File: src/rtl/spi_pkg.sv
// Shared types and helpers for the SPI transfer engine.
package spi_pkg;

   typedef enum logic [2:0] {
      StIdle,
      StSetup,
      StShift,
      StHold,
      StDone
   } spi_state_e;

   localparam int unsigned CPOL_BIT = 0;
   localparam int unsigned CPHA_BIT = 1;

   // Byte count (1..8) to bit count (8..64).
   function automatic logic [6:0] bytes_to_bits(input logic [3:0] nbytes);
      return {nbytes, 3'b000};
   endfunction

endpackage

File: src/rtl/spi_clk_gen.sv
// Half-period timer and s_clk generator; flags leading/trailing edges while shifting.
module spi_clk_gen
   import spi_pkg::*;
#(
   parameter int unsigned CLK_DIV_W = 8
) (
   input  logic                 clk,
   input  logic                 sync_rst_n,
   input  logic                 clk_en,
   input  logic                 load,
   input  logic                 cpol_in,
   input  logic                 active,
   input  logic                 shifting,
   input  logic [CLK_DIV_W-1:0] clk_div,
   output logic                 tick,
   output logic                 lead,
   output logic                 trail,
   output logic                 s_clk
);

   logic [CLK_DIV_W-1:0] cnt_q;
   logic                 s_clk_q;
   logic                 cpol_q;

   assign tick  = clk_en & active & (cnt_q == clk_div);
   // s_clk sits at CPOL before a leading edge and away from it before a trailing edge.
   assign lead  = tick & shifting & (s_clk_q == cpol_q);
   assign trail = tick & shifting & (s_clk_q != cpol_q);
   assign s_clk = s_clk_q;

   always_ff @(posedge clk or negedge sync_rst_n) begin
      if (!sync_rst_n) begin
         cnt_q   <= '0;
         s_clk_q <= 1'b0;
         cpol_q  <= 1'b0;
      end else if (clk_en) begin
         if (load) begin
            cnt_q   <= '0;
            s_clk_q <= cpol_in;
            cpol_q  <= cpol_in;
         end else if (active) begin
            cnt_q <= tick ? '0 : cnt_q + CLK_DIV_W'(1);
            if (tick && shifting) begin
               s_clk_q <= ~s_clk_q;
            end
         end
      end
   end

endmodule

File: src/rtl/spi_xfer_engine.sv
// SPI controller: one MSB-first transfer of 1..8 bytes per start, modes 0-3.
// Define SPI_LOOPBACK_EN to add the loopback input (receiver takes copi instead of poci).
module spi_xfer_engine
   import spi_pkg::*;
#(
   parameter int unsigned DATA_WIDTH = 64,
   parameter int unsigned PERI_CNT   = 4,
   parameter int unsigned CLK_DIV_W  = 8
) (
   input  logic                  clk,
   input  logic                  sync_rst_n,
   input  logic                  clk_en,
   input  logic                  start_txn,
   input  logic [1:0]            spi_mode,
   input  logic [2:0]            byte_sel,
   input  logic [CLK_DIV_W-1:0]  clk_div,
   input  logic [DATA_WIDTH-1:0] parallel_wr_data,
   input  logic [PERI_CNT-1:0]   chip_sel_one_cold,
   input  logic                  poci,
`ifdef SPI_LOOPBACK_EN
   input  logic                  loopback,
`endif
   output logic                  copi,
   output logic                  s_clk,
   output logic [PERI_CNT-1:0]   s_chip_sel_one_cold,
   output logic [DATA_WIDTH-1:0] parallel_rd_data,
   output logic                  busy,
   output logic                  end_txn,
   output logic                  sel_err
);

   localparam int unsigned MAX_BYTES = DATA_WIDTH / 8;
   localparam int unsigned EDGE_W    = $clog2(2 * DATA_WIDTH);

   spi_state_e            state_q;
   logic [DATA_WIDTH-1:0] tx_q;
   logic [DATA_WIDTH-1:0] rx_q;
   logic [DATA_WIDTH-1:0] rd_q;
   logic [PERI_CNT-1:0]   cs_q;
   logic [CLK_DIV_W-1:0]  div_q;
   logic [6:0]            nbits_q;
   logic [EDGE_W-1:0]     edge_q;
   logic                  cpha_q;
   logic                  copi_q;
   logic                  busy_q;
   logic                  end_q;
   logic                  err_q;

   logic [3:0]            nbytes_in;
   logic [6:0]            bits_in;
   logic [DATA_WIDTH-1:0] tx_init;
   logic                  sel_ok;
   logic                  start_ok;
   logic [7:0]            edge_total;
   logic [EDGE_W-1:0]     last_edge;
   logic                  rx_in;
   logic                  tick;
   logic                  lead;
   logic                  trail;
   logic                  sample;
   logic                  shift;
   logic                  active;
   logic                  shifting;

   always_comb begin
      nbytes_in = {1'b0, byte_sel} + 4'd1;
      if (nbytes_in > 4'(MAX_BYTES)) begin
         nbytes_in = 4'(MAX_BYTES);
      end
   end

   assign bits_in    = bytes_to_bits(nbytes_in);
   // Left-align the payload so the next bit out is always tx_q[MSB].
   assign tx_init    = parallel_wr_data << (7'(DATA_WIDTH) - bits_in);
   assign sel_ok     = $onehot(~chip_sel_one_cold);
   assign start_ok   = (state_q == StIdle) & start_txn & sel_ok;
   assign edge_total = {1'b0, nbits_q} << 1;
   assign last_edge  = EDGE_W'(edge_total - 8'd1);
   assign active     = (state_q == StSetup) | (state_q == StShift) | (state_q == StHold);
   assign shifting   = (state_q == StShift);
   assign sample     = cpha_q ? trail : lead;
   assign shift      = cpha_q ? lead : trail;

`ifdef SPI_LOOPBACK_EN
   assign rx_in = loopback ? copi_q : poci;
`else
   assign rx_in = poci;
`endif

   spi_clk_gen #(
      .CLK_DIV_W (CLK_DIV_W)
   ) u_clk_gen (
      .clk        (clk),
      .sync_rst_n (sync_rst_n),
      .clk_en     (clk_en),
      .load       (start_ok),
      .cpol_in    (spi_mode[CPOL_BIT]),
      .active     (active),
      .shifting   (shifting),
      .clk_div    (div_q),
      .tick       (tick),
      .lead       (lead),
      .trail      (trail),
      .s_clk      (s_clk)
   );

   always_ff @(posedge clk or negedge sync_rst_n) begin
      if (!sync_rst_n) begin
         state_q <= StIdle;
         tx_q    <= '0;
         rx_q    <= '0;
         rd_q    <= '0;
         cs_q    <= '1;
         div_q   <= '0;
         nbits_q <= '0;
         edge_q  <= '0;
         cpha_q  <= 1'b0;
         copi_q  <= 1'b0;
         busy_q  <= 1'b0;
         end_q   <= 1'b0;
         err_q   <= 1'b0;
      end else if (clk_en) begin
         end_q <= 1'b0;
         err_q <= 1'b0;
         case (state_q)
            StIdle: begin
               if (start_ok) begin
                  state_q <= StSetup;
                  busy_q  <= 1'b1;
                  cs_q    <= chip_sel_one_cold;
                  div_q   <= clk_div;
                  nbits_q <= bits_in;
                  cpha_q  <= spi_mode[CPHA_BIT];
                  rx_q    <= '0;
                  edge_q  <= '0;
                  // CPHA=0 presents the first bit before the first edge.
                  if (spi_mode[CPHA_BIT]) begin
                     copi_q <= 1'b0;
                     tx_q   <= tx_init;
                  end else begin
                     copi_q <= tx_init[DATA_WIDTH-1];
                     tx_q   <= tx_init << 1;
                  end
               end else if (start_txn) begin
                  err_q <= 1'b1;
               end
            end
            StSetup: begin
               if (tick) begin
                  state_q <= StShift;
               end
            end
            StShift: begin
               if (sample) begin
                  rx_q <= {rx_q[DATA_WIDTH-2:0], rx_in};
               end
               if (shift) begin
                  copi_q <= tx_q[DATA_WIDTH-1];
                  tx_q   <= tx_q << 1;
               end
               if (tick) begin
                  if (edge_q == last_edge) begin
                     state_q <= StHold;
                     edge_q  <= '0;
                  end else begin
                     edge_q <= edge_q + EDGE_W'(1);
                  end
               end
            end
            StHold: begin
               if (tick) begin
                  state_q <= StDone;
                  cs_q    <= '1;
                  copi_q  <= 1'b0;
                  rd_q    <= rx_q;
                  end_q   <= 1'b1;
               end
            end
            StDone: begin
               state_q <= StIdle;
               busy_q  <= 1'b0;
            end
            default: state_q <= StIdle;
         endcase
      end
   end

   assign copi                = copi_q;
   assign s_chip_sel_one_cold = cs_q;
   assign parallel_rd_data    = rd_q;
   assign busy                = busy_q;
   assign end_txn             = end_q;
   assign sel_err             = err_q;

endmodule

File: config.mk
export PLATFORM = sky130hd
export DESIGN_NAME = spi_xfer_engine
export DESIGN_NICKNAME = d
export VERILOG_FILES = /design/src/rtl/spi_pkg.sv /design/src/rtl/spi_clk_gen.sv /design/src/rtl/spi_xfer_engine.sv
export SDC_FILE = /design/constraint.sdc
export NUM_CORES = 1
export LEC_CHECK = 0
export ABC_AREA = 1
export CORE_MARGIN = 8
export CORE_UTILIZATION = 55
export CTS_BUF_LIST = sky130_fd_sc_hd__clkbuf_8 sky130_fd_sc_hd__clkbuf_16
export CTS_CLUSTER_SIZE = 24
export DETAILED_ROUTE_END_ITERATION = 6
export DONT_BUFFER_PORTS = 1
export GPL_TIMING_DRIVEN = 0
export PLACE_DENSITY_LB_ADDON = 0.2
export SLEW_MARGIN = 0
export SYNTH_ARGS = -nofsm -noshare
export SYNTH_HDL_FRONTEND = slang
export SYNTH_SLANG_ARGS = --single-unit
File: constraint.sdc
create_clock -name clk -period 1.81 [get_ports clk]
set_input_delay 0.362 -clock clk [delete_from_list [all_inputs] [get_ports clk]]
set_output_delay 0.362 -clock clk [all_outputs]
set_load 0.02 [all_outputs]
; ---- Word level (Yosys, flattened, before mapping)
; Cells that the tools add are included.
[totals]
inputBits = 86
regBits = 232
out_inout_bits = 73
[op_classes]
shifts = 1
n_eq_ne = 16
n_lt_le_gt_ge = 1
n_reduce_logical = 20
muxes = 41
addsub = 8
bitwise = 11
[ops]
columns = op, n
row1 = 2-to-1 mux 64 bit, 5
row2 = case mux 64 bit (2 select lines), 2
row3 = left shift 64 x 7 -> 64 bit, 1
row4 = 2-to-1 mux 8 bit, 3
row5 = 2-to-1 mux 7 bit, 3
row6 = AND reduction 4 bit, 4
row7 = 2-to-1 mux 1 bit, 15
row8 = 2-to-1 mux 3 bit, 5
row9 = case mux 7 bit (2 select lines), 1
row10 = 2-to-1 mux 4 bit, 3
row11 = case mux 3 bit (4 select lines), 1
row12 = AND reduction 3 bit, 4
row13 = inequality test 2 bit (second input constant), 5
row14 = nonzero test 2 bit, 5
row15 = adder 8 x 1 -> 8 bit (second input constant), 1
row16 = == test 8 bit, 1
row17 = case mux 4 bit (2 select lines), 1
row18 = adder 7 x 1 -> 7 bit (second input constant), 1
row19 = AND 1 bit, 7
row20 = == test 7 bit, 1
row21 = subtractor 7 x 1 -> 7 bit (second input constant), 1
row22 = subtractor 7 bit (first input constant), 1
row23 = == test 3 x 1 -> 1 bit (second input constant), 2
row24 = == test 3 x 2 -> 1 bit (second input constant), 2
row25 = other kinds (19), 23

; ---- Longest topological paths before layout
[depth]
ltp_word = 10
ltp_mapped = 17
depth_no_buf = 15

; ---- Cells and area by module
; Synthesis repeated with hierarchy kept, for this count alone.
[unflattened]
cells_unflattened = 1796
hier_area_um2 = 13290.2
[modules_own_cells]
columns = mod, area_each_um2, cells_each, instances
row1 = spi_xfer_engine, 12599.6, 1702, 1
row2 = spi_clk_gen, 690.7, 94, 1

; ---- Worst setup path after synthesis
; No wires, ideal clock.
[synth_path]
path_type = input to register
from = input port chip_sel_one_cold[0]
to = register tx_q[13]
arrival_time_ns = 2.459
setup_ns = 0.066
cell_stages = 13
setup_slack_ns = -0.714
path_cell_list = inv_1 fa_1 ha_1 ha_1 nor3_1 nand3_2 inv_2 o21ai_2 nor2_4 buf_2 buf_2 nand3_1 nand2_1
[synth_between]
elab_chain_cells = 7
[synth_rtl]
columns = item, line_no
row1 = from (decl), spi_xfer_engine.sv:18  ; input logic [PERI_CNT-1:0] chip_sel_one_cold,
row2 = NOT 4 bit, spi_xfer_engine.sv:75  ; assign sel_ok = $onehot(~chip_sel_one_cold);
row3 = adder 1 x 1 -> 2 bit (not written as such), spi_xfer_engine.sv:75
row4 = adder 2 x 2 -> 3 bit (not written as such), spi_xfer_engine.sv:75
row5 = == test 3 x 1 -> 1 bit, spi_xfer_engine.sv:75
row6 = AND 1 bit, spi_xfer_engine.sv:76  ; assign start_ok = (state_q == StIdle) & start_txn & sel_ok;
row7 = inequality test 2 bit (no line), n/a
row8 = AND reduction 4 bit (no line), n/a
row9 = to (signal assigned), spi_xfer_engine.sv:139  ; tx_q <= tx_init;
row10 = to (signal assigned), spi_xfer_engine.sv:142  ; tx_q <= tx_init << 1;
row11 = to (signal assigned), spi_xfer_engine.sv:159  ; tx_q <= tx_q << 1;
row12 = to (decl), spi_xfer_engine.sv:36  ; logic [DATA_WIDTH-1:0] tx_q;
; Every way passes these cells.
; A chain may end at the register's enable or synchronous reset.

; ---- Worst setup path after layout
[layout_path]
from = register state_q[2]
to = register tx_q[18]
[layout_between]
elab_chain_cells = 10
word_cells_on_any_way = 19
[layout_rtl]
columns = item, line_no
row1 = from (decl), spi_xfer_engine.sv:35  ; spi_state_e state_q;
row2 = from (signal assigned), spi_xfer_engine.sv:109  ; state_q <= StIdle;
row3 = from (signal assigned), spi_xfer_engine.sv:128  ; state_q <= StSetup;
row4 = from (signal assigned), spi_xfer_engine.sv:150  ; state_q <= StShift;
row5 = == test 3 x 1 -> 1 bit or == test 3 x 2 -> 1 bit (tied branches), "spi_xfer_engine.sv:79, spi_xfer_engine.sv:80, spi_xfer_engine.sv:125"
row6 = OR 1 bit (2 in series), spi_xfer_engine.sv:79  ; assign active = (state_q == StSetup) | (state_q == StShift) | (state_q == StHold);
row7 = AND 1 bit (2 in series), spi_clk_gen.sv:25  ; assign tick = clk_en & active & (cnt_q == clk_div);
row8 = AND 1 bit, "spi_clk_gen.sv:27, spi_clk_gen.sv:28"
row9 = "AND 1 bit, on equally long branches", "spi_clk_gen.sv:28, spi_clk_gen.sv:27"
row10 = 2-to-1 mux 1 bit, spi_xfer_engine.sv:82  ; assign shift = cpha_q ? lead : trail;
row11 = inequality test 2 bit (no line), n/a
row12 = AND reduction 4 bit (no line), n/a
; Parallel ways exist; a longest one is shown, timed or not.

==> results.py <==
metrics = {
    "power": {
        "switching_share_pct": 29.9,
        "comb_power_share_pct": 19.5,
        "p_total_mw": 12.5,
        "powerDensity_nw_per_um2": 731,
        "internal-power_mw": 8.74,
        "seq_power_share_pct": 43.4,
        "power.share.clock_pct": 37.1,
        "ir_drop_uv": 692,
        "switching_power_mw": 3.74,
        "leakage_nw": 8.77,
    },
    "global_route": {
        "grt_start_max_net_pins": 233,
        "met3_usage_pct": 6.53,
        "grtUsageTotal_pct": 31.0,
        "grt_pass1_vias": 13700,
        "grt_overflow": 0,
        "use_met2_pct": 50.9,
        "use_met1_pct": 39.5,
        "antenna_found_initial": 0,
        "busiest_layer": "met2",
        "grt_pass1_wl_um": 75100,
    },
    "logic_synthesis": {
        "ys_types": 34,
        "yosys_warnings": 0,
        "syn_nets": 2109,
        "synth_largest_area_cell": "dfrtp_1",
        "synthCells": 2014,
        "ys_ff_latch": 232,
        "syn_area_um2": 13600,
        "synth_top_area_share_pct": 41.9,
        "synth_area_leaders": "dfrtp_1, nand2_1, nand3_1",
        "ys_seq_area_share_pct": 42.7,
        "avgSynthCellArea_um2": 6.76,
    },
    "routing": {
        "dr.pass1.iters": 5,
        "wl_per_cell_um": 20.7,
        "drtIter0Drc": 1616,
        "drtAntennaViolNets": 0,
        "drc": 0,
        "viasPerCell": 5.92,
        "vias": 14500,
        "wirelength_um": 50600,
    },
    "die": {
        "ioPinCount": 159,
        "start_util_pct": 55.9,
        "die_h_um": 173,
        "fp.dieW_um": 173,
        "core_um2": 24300,
        "num_rows": 57,
        "dieArea_um2": 30000,
    },
    "critical_path": {
        "critPathBufInv": 5,
        "r2r_slack_ps": -360,
        "cp-start-kind": "register",
        "critPathRequiredTime_ps": 2260,
        "crit_family": "simple AND/OR/NAND/NOR gates",
        "cp_slowest_cell": "dfrtp_1",
        "cp-end-kind": "register",
        "cp.depth": 12,
        "critPathArrivalTime_ps": 2620,
        "crit_fanout": 10,
        "slowest_delay_ps": 430,
        "rr_worst_depth": 12,
        "path_class": "register to register",
        "worstPathCellList": "inv_2, nand2_2, nor2_2, nand3_2, inv_2, o21ai_4, nor2_4, buf_12, buf_12, buf_8, nand3_1, nand2_1",
    },
    "timing": {
        "hold_ws_ps": -446,
        "relSlewSlack_pct": 56.1,
        "report.final.slew_viol_count": 0,
        "hold_viol": 232,
        "setup_tns_ps": -56100,
        "setup_ws_ps": -363,
        "fmax_mhz": 460,
        "skew_ps": 20.4,
        "setup_viol": 229,
        "fin_crit_sh_pct": 120,
        "rsz0062_at_grt": "true",
        "max_slew.worst_pin.slew_ps": 658,
        "fin_crit_ps": 2170,
    },
    "finish": {
        "syn_to_final_growth_pct": 25.5,
        "final_net_count": 2206,
        "fin_area_um2": 17100,
        "final_cell_mix": "nand2_1, nand3_1, dfrtp_1",
        "n_antenna_cell": 0,
        "final_common_cell": "nand2_1",
        "drive_above_1_share_pct": 21.6,
    },
    "place": {
        "port_buffers": 0,
        "routabilityCongestion": 1.04,
        "postPlaceCellArea_um2": 14300,
        "pre_cts_ws_ps": -1290,
        "dp_hpwl_um": 34200,
    },
    "cts": {
        "clock_latency_ps": 520,
        "tritoncts": "yes",
        "cts_sinks": 232,
        "cts_buffers": 25,
        "clk_pin_slew_ps": 70,
        "clock_path_buffers": 3,
        "hold_buffers": 7,
        "cts_htree_levels": 1,
        "cts-root-buf": "clkbuf_16",
    },
    "job": {
        "max_cap_violations": 0,
    },
    "hold_path": {
        "hp-class": "primary input to async pin",
    },
    "status": {
        "status": "finished, violations left",
        "violations": "hold timing, setup timing",
    },
}
[through the flow]
step           cells  utilization [%]
2_1_floorplan   2014                -
3_3_place_gp    2338             58.7
3_5_place_dp    2338             58.7
4_1_cts         2429             66.5
5_1_grt         2449             70.2
6_report        2449             70.2
[logic make-up after synthesis]
family                   after synthesis  synth area share [%]
XOR/XNOR                               7                 0.451
adder cells (fa/ha/maj)                9                 0.883
buffers and inverters                280                  8.52
AND/OR/NAND/NOR                     1347                  42.1
flip-flops                           232                  42.7
multiplexers                           1                0.0828
AO/OA/AOI/OAI                        138                  5.21
[routing by layer]
layer	vias to the layer above	wire length, um
li1	6600	-
met1	6955	19900
met2	781	23800
met3	172	4660
met4	0	2300
met5	-	0
[sequential cells by signal (all words and copies together), names as in the netlist, 3 cells and up]
register / cells
parallel_rd_data: 64
edge_q: 7
u_clk_gen.cnt_q: 8
rx_q: 64
s_chip_sel_one_cold: 4
tx_q: 64
div_q: 8
nbits_q: 3
state_q: 3
[power groups by stage]
stage | Sequential, mW | Combinational, mW | Clock, mW
detailed placement | 5.51 | 1.92 | 0
global route | 5.42 | 2.60 | 4.87
CTS | 5.41 | 2.21 | 4.64
finish | 5.42 | 2.43 | 4.63
global placement | 5.50 | 1.91 | 0
floorplan | 5.46 | 1.34 | 0
[final timing paths]
kind                       startpoint                 end
min reg2reg                   rx_q[4]             rx_q[4]
min                        sync_rst_n  u_clk_gen.cnt_q[6]
max                        state_q[2]            tx_q[18]
max reg2reg                state_q[2]            tx_q[18]
min in group clk           clk_div[1]            div_q[1]
max in group asynchronous  sync_rst_n            tx_q[18]
[cell type report]
type / instances / area (um^2)
inverters: 154 / 606
plain buffers: 125 / 1200
fillers: 1930 / 7250
flip-flops and latches: 232 / 5810
multi-input cells: 1504 / 7490
repair inverters: 1 / 7.51
clock buffers: 28 / 667
well taps: 324 / 405
repair buffers: 68 / 815
clock inverters: 13 / 61.3
[cells in the mapped netlist, drive strengths merged]
cell type / n
nand2: 754
ha: 8
o21ai: 114
o211ai: 1
xnor2: 3
dfrtp: 228
mux2: 1
nor2: 177
nand4: 26
nand3b: 2
nor3b: 2
nor3: 7
dfstp: 4
fa: 1
o22ai: 2
clkinv: 1
o31ai: 1
nand3: 341
xor2: 4
or2: 38
a21oi: 20
clkbuf: 48
inv: 153
buf: 78
[repair_timing]
action,CTS,global route
pin swaps,65,74
hold endpoints to repair,239,232
gates cloned,10,9
resized for setup,206,163
setup buffers,34,11
endpoints found under the setup margin,226,231
(Power assumes the default switching activity.)
